**src/rtl/stream_demux_pkg.sv**
```systemverilog
// rtl/stream_demux_pkg.sv - shared widths and types for the two-port stream demux
package stream_demux_pkg;

  localparam int DATA_WIDTH = 16;
  localparam int FIFO_DEPTH = 2;
  localparam int CNT_WIDTH  = 16;

  typedef logic [CNT_WIDTH-1:0] cnt_t;

endpackage

```
**src/rtl/demux_fifo2.sv**
```systemverilog
// rtl/demux_fifo2.sv - two-entry FIFO per output port, head word always visible
module demux_fifo2
  import stream_demux_pkg::*;
#(
  parameter int WIDTH = DATA_WIDTH,
  parameter int DEPTH = FIFO_DEPTH
) (
  input  logic             clk,
  input  logic             rst_n,
  input  logic             push,
  input  logic [WIDTH-1:0] push_data,
  input  logic             pop,
  output logic             full,
  output logic             empty,
  output logic [WIDTH-1:0] head_data
);

  logic [WIDTH-1:0] mem_q [DEPTH];
  logic [WIDTH-1:0] mem_d [DEPTH];
  logic             rd_ptr_q, rd_ptr_d;
  logic             wr_ptr_q, wr_ptr_d;
  logic [1:0]       count_q, count_d;
  logic             do_push, do_pop;

  // Pushes on a full buffer and pops on an empty one are ignored defensively.
  always_comb begin
    do_push  = push && (count_q != 2'(DEPTH));
    do_pop   = pop && (count_q != 2'd0);
    mem_d    = mem_q;
    rd_ptr_d = rd_ptr_q;
    wr_ptr_d = wr_ptr_q;
    if (do_push) begin
      mem_d[wr_ptr_q] = push_data;
      wr_ptr_d        = ~wr_ptr_q;
    end
    if (do_pop) begin
      rd_ptr_d = ~rd_ptr_q;
    end
    count_d = count_q + {1'b0, do_push} - {1'b0, do_pop};
  end

  always_ff @(posedge clk or negedge rst_n) begin
    if (!rst_n) begin
      for (int i = 0; i < DEPTH; i++) begin
        mem_q[i] <= '0;
      end
      rd_ptr_q <= 1'b0;
      wr_ptr_q <= 1'b0;
      count_q  <= 2'd0;
    end else begin
      mem_q    <= mem_d;
      rd_ptr_q <= rd_ptr_d;
      wr_ptr_q <= wr_ptr_d;
      count_q  <= count_d;
    end
  end

  assign full      = (count_q == 2'(DEPTH));
  assign empty     = (count_q == 2'd0);
  assign head_data = mem_q[rd_ptr_q];

endmodule

```
**src/rtl/stream_demux16.sv**
```systemverilog
// rtl/stream_demux16.sv - routes one input stream to two buffered output ports
module stream_demux16
  import stream_demux_pkg::*;
#(
  parameter int WIDTH = DATA_WIDTH,
  parameter int DEPTH = FIFO_DEPTH
) (
  input  logic             clk,
  input  logic             rst_n,
  input  logic [WIDTH-1:0] in_data,
  input  logic             in_sel,
  input  logic             in_valid,
  output logic             in_ready,
  output logic [WIDTH-1:0] out0_data,
  output logic             out0_valid,
  input  logic             out0_ready,
  output logic [WIDTH-1:0] out1_data,
  output logic             out1_valid,
  input  logic             out1_ready,
  output logic [15:0]      cnt0,
  output logic [15:0]      cnt1
);

  logic full0, full1, empty0, empty1;
  logic push0, push1, pop0, pop1;
  cnt_t cnt0_q, cnt0_d, cnt1_q, cnt1_d;

  // Ready depends only on the selected port's registered full flag, so a
  // stalled port never blocks traffic to the other one.
  assign in_ready   = rst_n && (in_sel ? !full1 : !full0);
  assign push0      = in_valid && in_ready && !in_sel;
  assign push1      = in_valid && in_ready && in_sel;
  assign out0_valid = !empty0;
  assign out1_valid = !empty1;
  assign pop0       = out0_valid && out0_ready;
  assign pop1       = out1_valid && out1_ready;

  demux_fifo2 #(.WIDTH(WIDTH), .DEPTH(DEPTH)) u_fifo0 (
    .clk       (clk),
    .rst_n     (rst_n),
    .push      (push0),
    .push_data (in_data),
    .pop       (pop0),
    .full      (full0),
    .empty     (empty0),
    .head_data (out0_data)
  );

  demux_fifo2 #(.WIDTH(WIDTH), .DEPTH(DEPTH)) u_fifo1 (
    .clk       (clk),
    .rst_n     (rst_n),
    .push      (push1),
    .push_data (in_data),
    .pop       (pop1),
    .full      (full1),
    .empty     (empty1),
    .head_data (out1_data)
  );

  always_comb begin
    cnt0_d = pop0 ? cnt0_q + cnt_t'(1) : cnt0_q;
    cnt1_d = pop1 ? cnt1_q + cnt_t'(1) : cnt1_q;
  end

  always_ff @(posedge clk or negedge rst_n) begin
    if (!rst_n) begin
      cnt0_q <= '0;
      cnt1_q <= '0;
    end else begin
      cnt0_q <= cnt0_d;
      cnt1_q <= cnt1_d;
    end
  end

  assign cnt0 = cnt0_q;
  assign cnt1 = cnt1_q;

endmodule
```
**config.mk**
```make
export PLATFORM = sky130hd
export DESIGN_NAME = stream_demux16
export DESIGN_NICKNAME = d
export VERILOG_FILES = /design/src/rtl/stream_demux_pkg.sv /design/src/rtl/demux_fifo2.sv /design/src/rtl/stream_demux16.sv
export SDC_FILE = /design/constraint.sdc
export NUM_CORES = 1
export LEC_CHECK = 0
export CAP_MARGIN = 10
export CORE_ASPECT_RATIO = 1.1
export CORE_MARGIN = 2
export CORE_UTILIZATION = 52
export DETAILED_ROUTE_END_ITERATION = 8
export PLACE_DENSITY = 0.83
export SETUP_SLACK_MARGIN = 0.1
export SLEW_MARGIN = 20
export SYNTH_ARGS = -nofsm -noshare
export SYNTH_HDL_FRONTEND = slang
export SYNTH_SLANG_ARGS = --single-unit
```
**constraint.sdc**
```tcl
create_clock -name clk -period 2.08 [get_ports clk]
set_input_delay 0.416 -clock clk [delete_from_list [all_inputs] [get_ports clk]]
set_output_delay 0.416 -clock clk [all_outputs]
set_load 0.02 [all_outputs]
```
== After elaboration in Yosys (flattened, before gate mapping) ==
Index checks and enable logic that the tools add are counted.

* Register bits after elaboration: 104
* Bits in latches: 0
* Memory bits (writable): 0
* Bits in read-only memories: 0
* Input port bits: 22
* Output and inout port bits: 67
* Word-level logic and storage cells: 70
* Memories kept: 0

* Add/subtract/negate cells: 6
* Multipliers: 0
* Divide/modulo/power cells: 0
* Order comparisons: 6
* Equality and inequality tests: 4
* Shift operators: 0
* Mux-type cells: 13
* Bitwise logic cells: 8
* Reduce and logical (&&, ||, !) cells: 21

{| class="wikitable"
|+ Operators by type and width
! operator !! number
|-
| 16-bit two-way mux || 8
|-
| 32-bit bitwise mux || 2
|-
| 16-bit by 1-bit adder with 16-bit output, second input constant || 2
|-
| 16-bit demux with 1-bit select || 2
|-
| 1-bit logical AND || 12
|-
| 2-bit greater-or-equal comparator, second input constant || 4
|-
| 1-bit NOT with 2-bit output || 4
|-
| 1-bit zero test || 5
|-
| 2-bit by 1-bit adder with 2-bit output || 2
|-
| 2-bit equality test, second input constant || 2
|-
| 2-bit zero test || 2
|-
| 2-bit by 1-bit < comparator with 1-bit output, second input constant || 2
|-
| 2-bit inequality test, second input constant || 2
|-
| 1-bit NOT || 4
|-
| 2-bit nonzero test || 2
|-
| 2-bit by 1-bit subtractor with 2-bit output || 2
|-
| 1-bit two-way mux || 1
|}

== Longest topological paths before layout ==
Gate-level depths: netlist of run 1.

* Word-level depth: 9
* Depth in mapped cells: 8
* Mapped depth without buffers: 8

== Hierarchy ==
From an unflattened synthesis of run 1, not the netlist that was laid out.

* Cells, all modules: 336
* Area, all modules: 4864.7 µm²

{| class="wikitable"
|+ By module, submodules not included
! module !! times used !! cells an instance !! area each (µm²)
|-
| demux_fifo2 || 2 || 103 || 1684.1
|-
| stream_demux16 || 1 || 130 || 1496.4
|}

== Worst setup path before layout of run 1 ==
OpenSTA, ideal clock, no wires.

* Path type: reg2reg
* Start: register u_fifo1.count_q[1]
* End: register u_fifo1.count_q[1]
* Library setup time: 0.123 ns
* Arrival time: 1.725 ns
* Slack: 0.232 ns
* Cell stages (with the launch flop): 9
* Buffers on the path: 0
* Period minus slack after synthesis: 1.848 ns
* Cell sequence: dfrtp_1 > or2_2 > nand2_1 > inv_1 > ha_1 > inv_1 > ha_1 > xnor2_1 > xnor2_1

* Elaborated cells on any way between the ends: 15
* Classes of those cells: add/sub: 2; eq/ne: 2; mux: 1; reduce/logical: 10

{| class="wikitable"
|+ RTL lines
! item !! line !! text
|-
| from (decl) || demux_fifo2.sv:22 || <nowiki>logic [1:0] count_q, count_d;</nowiki>
|-
| from (signal assigned) || demux_fifo2.sv:54 || <nowiki>count_q <= count_d;</nowiki>
|-
| 2-bit zero test || demux_fifo2.sv:59 || <nowiki>assign empty = (count_q == 2'd0);</nowiki>
|-
| 1-bit zero test || stream_demux16.sv:34 || <nowiki>assign out1_valid = !empty1;</nowiki>
|-
| via out1_valid || stream_demux16.sv:18 || <nowiki>output logic out1_valid,</nowiki>
|-
| 1-bit logical AND || stream_demux16.sv:36 || <nowiki>assign pop1 = out1_valid && out1_ready;</nowiki>
|-
| via pop1 || stream_demux16.sv:25 || <nowiki>logic push0, push1, pop0, pop1;</nowiki>
|-
| 1-bit logical AND || demux_fifo2.sv:28 || <nowiki>do_pop = pop && (count_q != 2'd0);</nowiki>
|-
| 2-bit by 1-bit subtractor with 2-bit output || demux_fifo2.sv:39 || <nowiki>count_d = count_q + {1'b0, do_push} - {1'b0, do_pop};</nowiki>
|-
| via u_fifo1.count_d[1] || demux_fifo2.sv:22 ||
|}

The timed path passes the listed nets, and every way through them passes these cells.
A chain may end at the register's enable or synchronous reset.

== Worst setup path after layout of run 1 ==
* Start: input port in_sel
* End: output port in_ready

* Longest elaborated chain between the ends: 2

{| class="wikitable"
|+ Ends and longest elaborated chain
! item !! line !! text
|-
| from (decl) || stream_demux16.sv:11 || <nowiki>input logic in_sel,</nowiki>
|-
| 1-bit two-way mux || stream_demux16.sv:30 || <nowiki>assign in_ready = rst_n && (in_sel ? !full1 : !full0);</nowiki>
|-
| 1-bit logical AND || stream_demux16.sv:30 ||
|-
| to (decl) || stream_demux16.sv:13 || <nowiki>output logic in_ready,</nowiki>
|}

Every way passes these cells.

==> results of run 1 <==
-- critical path, delay by kind of cell --
family | cells | cell delay, ns
buffers and inverters | 2 | 0.84
AO/OA/AOI/OAI | 1 | 0.09
AND/OR/NAND/NOR | 2 | 0.24
-- synthesized netlist by cell type (3+ instances only) --
cell type    n  share of area [%]
and2_1       3               0.40
and4_1       5               0.94
buf_6        4               0.97
dfrtp_1    104                 56
ha_1         6                1.6
inv_1        6               0.49
mux2_2      87                 21
mux2_4      10                3.2
nand2_1     15                1.2
nand3_1     11                1.2
nand4_1      9                1.2
nor2_1       5               0.40
xnor2_1     32                6.0
xor2_1       6                1.1
-- cell families (layout without fill, tap and decap cells) --
group,Yosys count,after routing,share of synthesized area (%)
adders and majority gates,6,6,1.62
and+or+nand+nor,59,59,7.58
AOI/OAI and AO/OA,4,4,0.702
DFF,104,104,56.1
xor gates and xnor gates,38,38,7.18
muxes,97,97,24.4
buffers and inverters,16,133,2.43
-- where the power goes --
part	internal (uW)	switching, uW
combinational	2070	1880
sequential	2840	562
clock	594	686
-- final timing paths --
path                                         startpoint                      endpoint  slack, ns
setup / recovery                                 in_sel                      in_ready       0.07
hold / removal                                    rst_n  u_fifo1.mem_q[2]$_DFFE_PN0P_       0.19
setup reg to reg           u_fifo1.count_q[0]$_DFF_PN0_  u_fifo1.count_q[1]$_DFF_PN0_       0.25
hold reg to reg                    cnt1[15]$_DFFE_PN0P_          cnt1[15]$_DFFE_PN0P_       0.48
max in group asynchronous                         rst_n  u_fifo0.wr_ptr_q$_DFFE_PN0N_       1.33
min in group clk                   cnt1[15]$_DFFE_PN0P_          cnt1[15]$_DFFE_PN0P_       0.48
-- layout make-up --
class | count | area (um^2) | share of cell area (%)
Sequential cell | 104 | 2600 | 44.1
Multi-Input combinational cell | 204 | 1930 | 32.7
Timing Repair Buffer | 111 | 998 | 16.9
Tap cell | 114 | 143 | 2.42
Clock buffer | 10 | 138 | 2.33
Clock inverter | 6 | 67.6 | 1.15
Inverter | 6 | 22.5 | 0.382
-- cells in the final DEF, fill, tap and decap left out, types with 6 or more instances in the layout --
cell type and n:
nand2_1 15, buf_4 16, clkbuf_8 10, mux2_4 10, nand3_1 11, mux2_2 87, xor2_1 6, buf_12 6
nand4_1 9, ha_1 6, dfrtp_1 103, clkdlybuf4s50_1 52, clkbuf_2 27, xnor2_1 32, inv_1 6
-- layer usage --
| layer | GRT usage, % | wire (um) |
|---|---|---|
| met1 | 25.7 | 4030 |
| met2 | 33.3 | 4730 |
| met3 | 3.14 | 304 |
| met4 | 8.03 | 153 |
| met5 | 0 | 0 |
-- what timing repair did --
item | CTS | global route
gates cloned | 0 | 1
resized for setup | 44 | 57
buffers inserted | 0 | 6
setup endpoints to repair | 35 | 33
hold buffers | 1 | 0
endpoints found under the hold margin | 5 | 0
-- per-stage QoR --
| stage | setup slack (ns) | TNS (ns) | hold slack (ns) |
|---|---|---|---|
| floorplan | 0.232 | 0 | 0.120 |
| CTS | 0.0116 | 0 | 0.202 |
| detailed placement | -0.120 | -0.223 | 0.246 |
| global placement | -0.121 | -0.121 | 0.243 |
| finish | 0.0692 | 0 | 0.190 |
| global route | 0.0162 | 0 | 0.236 |
-- flip-flops by register name, indices dropped and copies added, names as in the netlist --
name	flops
cnt1	16
u_fifo1.rd_ptr_q	1
cnt0	16
u_fifo0.count_q	2
u_fifo1.wr_ptr_q	1
u_fifo0.wr_ptr_q	1
u_fifo0.mem_q	32
u_fifo0.rd_ptr_q	1
u_fifo1.count_q	2
u_fifo1.mem_q	32
==> flow_summary.ini, run 1 <==
[routing]
drc_errors = 0
wl_per_cell_um = 16.6
drt_iter0_drc = 104
postRouteWirelength_um = 9220
drt_pass1_iterations = 4
num_vias = 2927
detail-route-antenna-nets = 0
routed_via_density = 5.27

[grt]
overflow = 0
track_usage_pct = 19.7
grt_pass1_wl_um = 14700
grt_max_degree = 56
grt_pass1_vias = 2989
antenna_found_initial = 0

[placed_design]
portBuffers = 88
dp.cells = 531
gp_congestion = 0.781
dpl.hpwl_um = 6150
place_area_um2 = 5760

[power]
cellPowerDensity_nw_per_um2 = 1460
power.total_uw = 8630
p_leak_uw = 0.00262
peakVddDrop_mv = 0.781

[timing]
setup-violations-final = 0
clock.fmax_mhz = 497
drv_slew = 0
worst_slew_pin_slew_ns = 0.683
rsz0062_at_grt = true
slew_headroom_pct = 54.5
skew_ns = 0.0111
min_period_ns = 2.01
period_share_pct = 96.7
finalHoldViolCount = 0

[cells_and_area]
num_antenna_cells = 0
post_layout_nonfiller_instances = 555
drive_above_1_share_pct = 40.1
fin_area_um2 = 5900
nNetsFinal = 464
area_growth_pct = 27.2
utilization_pct = 67.2
n_fill_cell = 663

[clock_network]
clockBufferDepth = 2
clockRootBuffer = clkbuf_8
h-tree-depth = 3
clk_latency_ns = 0.36
clkSinkCount = 104
cts_tree = built
path_clk_slew_ns = 0.10
cts_made_buffers = 9

[logic_synthesis]
seq_area_frac_synth_pct = 56.1
async_reset_ff_share_pct = 100
ys_warn_count = 0
synth-seq-cells = 104
syn_inst = 324
synth-main-ff-cell = dfrtp_1
synth_edf_count = 0
syn_nets = 352
synth.avg_cell_area_um2 = 14.3
syn-cell-area_um2 = 4640
ys_types = 31

[critical_path]
crit_required_ns = 1.66
max_stage_delay_ns = 0.51
reg2reg_depth = 9
critPathCaptureType = output port
cp_cell_sequence = clkdlybuf4s50_1 -> nand2_1 -> o21ai_0 -> and2_1 -> dlygate4sd2_1
critPathSlowestCell = clkdlybuf4s50_1
arrival_ns = 1.59
start_kind = primary input
worstPathMaxFanout = 3
path_class = in2out

[hold_path]
worst_hold_path_type = in2async

[job]
drv_cap = 0

[floorplanning]
ios = 89
die_h_um = 103
num_rows = 36
die_w_um = 94.0
dieArea_um2 = 9690
initial_core_util_pct = 52.8
core_um2 = 8780

[status]
status = finished, final reports clean
Power figures use the tool's default switching activity.
==> inputs of run 2 (changes only) <==
Settings changed: CORE_ASPECT_RATIO 1.1 to 1.5.
Clock period 2.08 ns to 2 ns, I/O delays scaled along.
==> run 2 against run 1 <==
Against the previous run:
- sequential power increased by 5%
- first-iteration DRC count up 13%
- global-route usage rose by 0.34 points
- combinational power rose by 3%
- critical endpoint is now out0_data[8]
==> flow_summary.ini, run 2 (same netlist as run 1, synthesis figures left out) <==
[placed_design]
place_area_um2 = 5760
gp_congestion = 0.801
portBuffers = 88
dpl.hpwl_um = 6490

[hold_path]
worst_hold_path_type = in2async

[grt]
grtUsageMet2_pct = 34.2
overflow = 0
met1_usage_pct = 25.0
busiest_layer = met2
grt_max_degree = 55
met3_usage_pct = 3.46
track_usage_pct = 20.1
grt_pass1_wl_um = 14900
grt_pass1_vias = 3084
antenna_found_initial = 0

[routing]
num_vias = 2918
wl_per_cell_um = 16.8
drc_errors = 0
drt_iter0_drc = 117
drt_pass1_iterations = 4
routed_via_density = 5.28
postRouteWirelength_um = 9280
detail-route-antenna-nets = 0

[clock_network]
cts_hold_buffers = 0
cts_tree = built
clockBufferDepth = 2
h-tree-depth = 3
clk_latency_ns = 0.34
path_clk_slew_ns = 0.06
clkSinkCount = 104
clockRootBuffer = clkbuf_16
cts_made_buffers = 9

[cells_and_area]
mostFrequentLayoutCells = dfrtp_1, mux2_2, clkdlybuf4s50_1
final_common_cell = dfrtp_1
n_fill_cell = 691
nNetsFinal = 467
drive_above_1_share_pct = 40.2
seq_area_um2 = 2600
multi_input_area_um2 = 1930
area_growth_pct = 28.0
largestRegisters = u_fifo0.mem_q: 32 flops, u_fifo1.mem_q: 32 flops
num_antenna_cells = 0
utilization_pct = 68.0
fin_area_um2 = 5930

[floorplanning]
num_rows = 42
die_w_um = 81.1
die_h_um = 120
core_um2 = 8720
initial_core_util_pct = 53.2
dieArea_um2 = 9700
ios = 89

[timing]
setup-violations-final = 0
skew_ns = 0.00720
finalHoldViolCount = 0
clock.fmax_mhz = 516
min_period_ns = 1.94
slew_headroom_pct = 54.8
period_share_pct = 96.9
drv_slew = 0
worst_slew_pin_slew_ns = 0.678
rsz0062_at_grt = true

[critical_path]
regToRegStartpoint = u_fifo1.count_q[1]$_DFF_PN0_
critPathCaptureType = output port
crit_required_ns = 1.60
max_stage_delay_ns = 0.42
worstPathMaxFanout = 9
startpoint = u_fifo0.rd_ptr_q$_DFFE_PN0P_
critPathSlowestCell = dfrtp_2
path_class = reg2out
crit_family = buffers and inverters
r2r_slack_ns = 0.20
arrival_ns = 1.54
cp_cell_sequence = buf_12 -> mux2_2 -> clkdlybuf4s15_1
start_kind = flip-flop
cp_num_buf_inv = 2

[job]
drv_cap = 0

[power]
p_leak_uw = 0.00267
peakVddDrop_mv = 0.900
cellPowerDensity_nw_per_um2 = 1560

[status]
status = finished, final reports clean
-- run 2: per-layer routing --
metal	share of wire [%]	routed length (um)	vias to the layer above
met5	0	0	-
met4	1.8	169	0
met3	3.1	286	12
met2	54	5000	69
met1	41	3820	1469
li1	-	-	1368
-- run 2: path summary, 6_finish.rpt --
kind / end / cells after the start
min in group clk: cnt1[15]$_DFFE_PN0P_ / 1
max in group asynchronous: u_fifo1.mem_q[10]$_DFFE_PN0P_ / 2
worst min-delay path: cnt1[3]$_DFFE_PN0P_ / 2
worst min register to register: cnt1[15]$_DFFE_PN0P_ / 1
worst max register to register: u_fifo1.count_q[1]$_DFF_PN0_ / 8
worst max-delay path: out0_data[8] / 3
-- run 2: worst reg2reg max path, delay by kind of cell, from the launching register on --
kind	cells	cell delay, ns
flip-flops	1	0.42
XOR/XNOR	2	0.32
adder cells (fa/ha/maj)	2	0.46
AND/OR/NAND/NOR	2	0.41
buffers and inverters	2	0.12
-- run 2: power by group --
group          internal [uW]  switching [uW]  leakage, uW
sequential              2960             607      0.00129
combinational           2130            1940      0.00125
clock                    908             711     0.000130
-- run 2: layout make-up --
type                    count  share of cell area [%]
flip-flops and latches    104                    43.9
well taps                 110                    2.32
repair buffers            114                    16.4
clock buffers              15                    4.51
multi-input cells         204                    32.5
inverters                   6                   0.380
-- run 2: repair_timing --
action | in CTS | in global routing
endpoints found under the setup margin | 35 | 34
endpoints found under the hold margin | 0 | 0
gates cloned | 0 | 2
gates resized for setup | 68 | 56
setup buffers | 0 | 3
-- run 2: per-stage QoR --
stage,cells,total power [uW],worst slack (ns),setup TNS [ns],hold slack [ns]
6_report,553,9260,0.0611,0,0.189
2_1_floorplan,324,6110,0.152,0,0.104
4_1_cts,548,9410,0.00357,0,0.217
5_1_grt,553,9780,0.0131,0,0.262
3_3_place_gp,533,7870,-0.132,-2.65,0.460
3_5_place_dp,533,8030,-0.138,-3.04,0.466
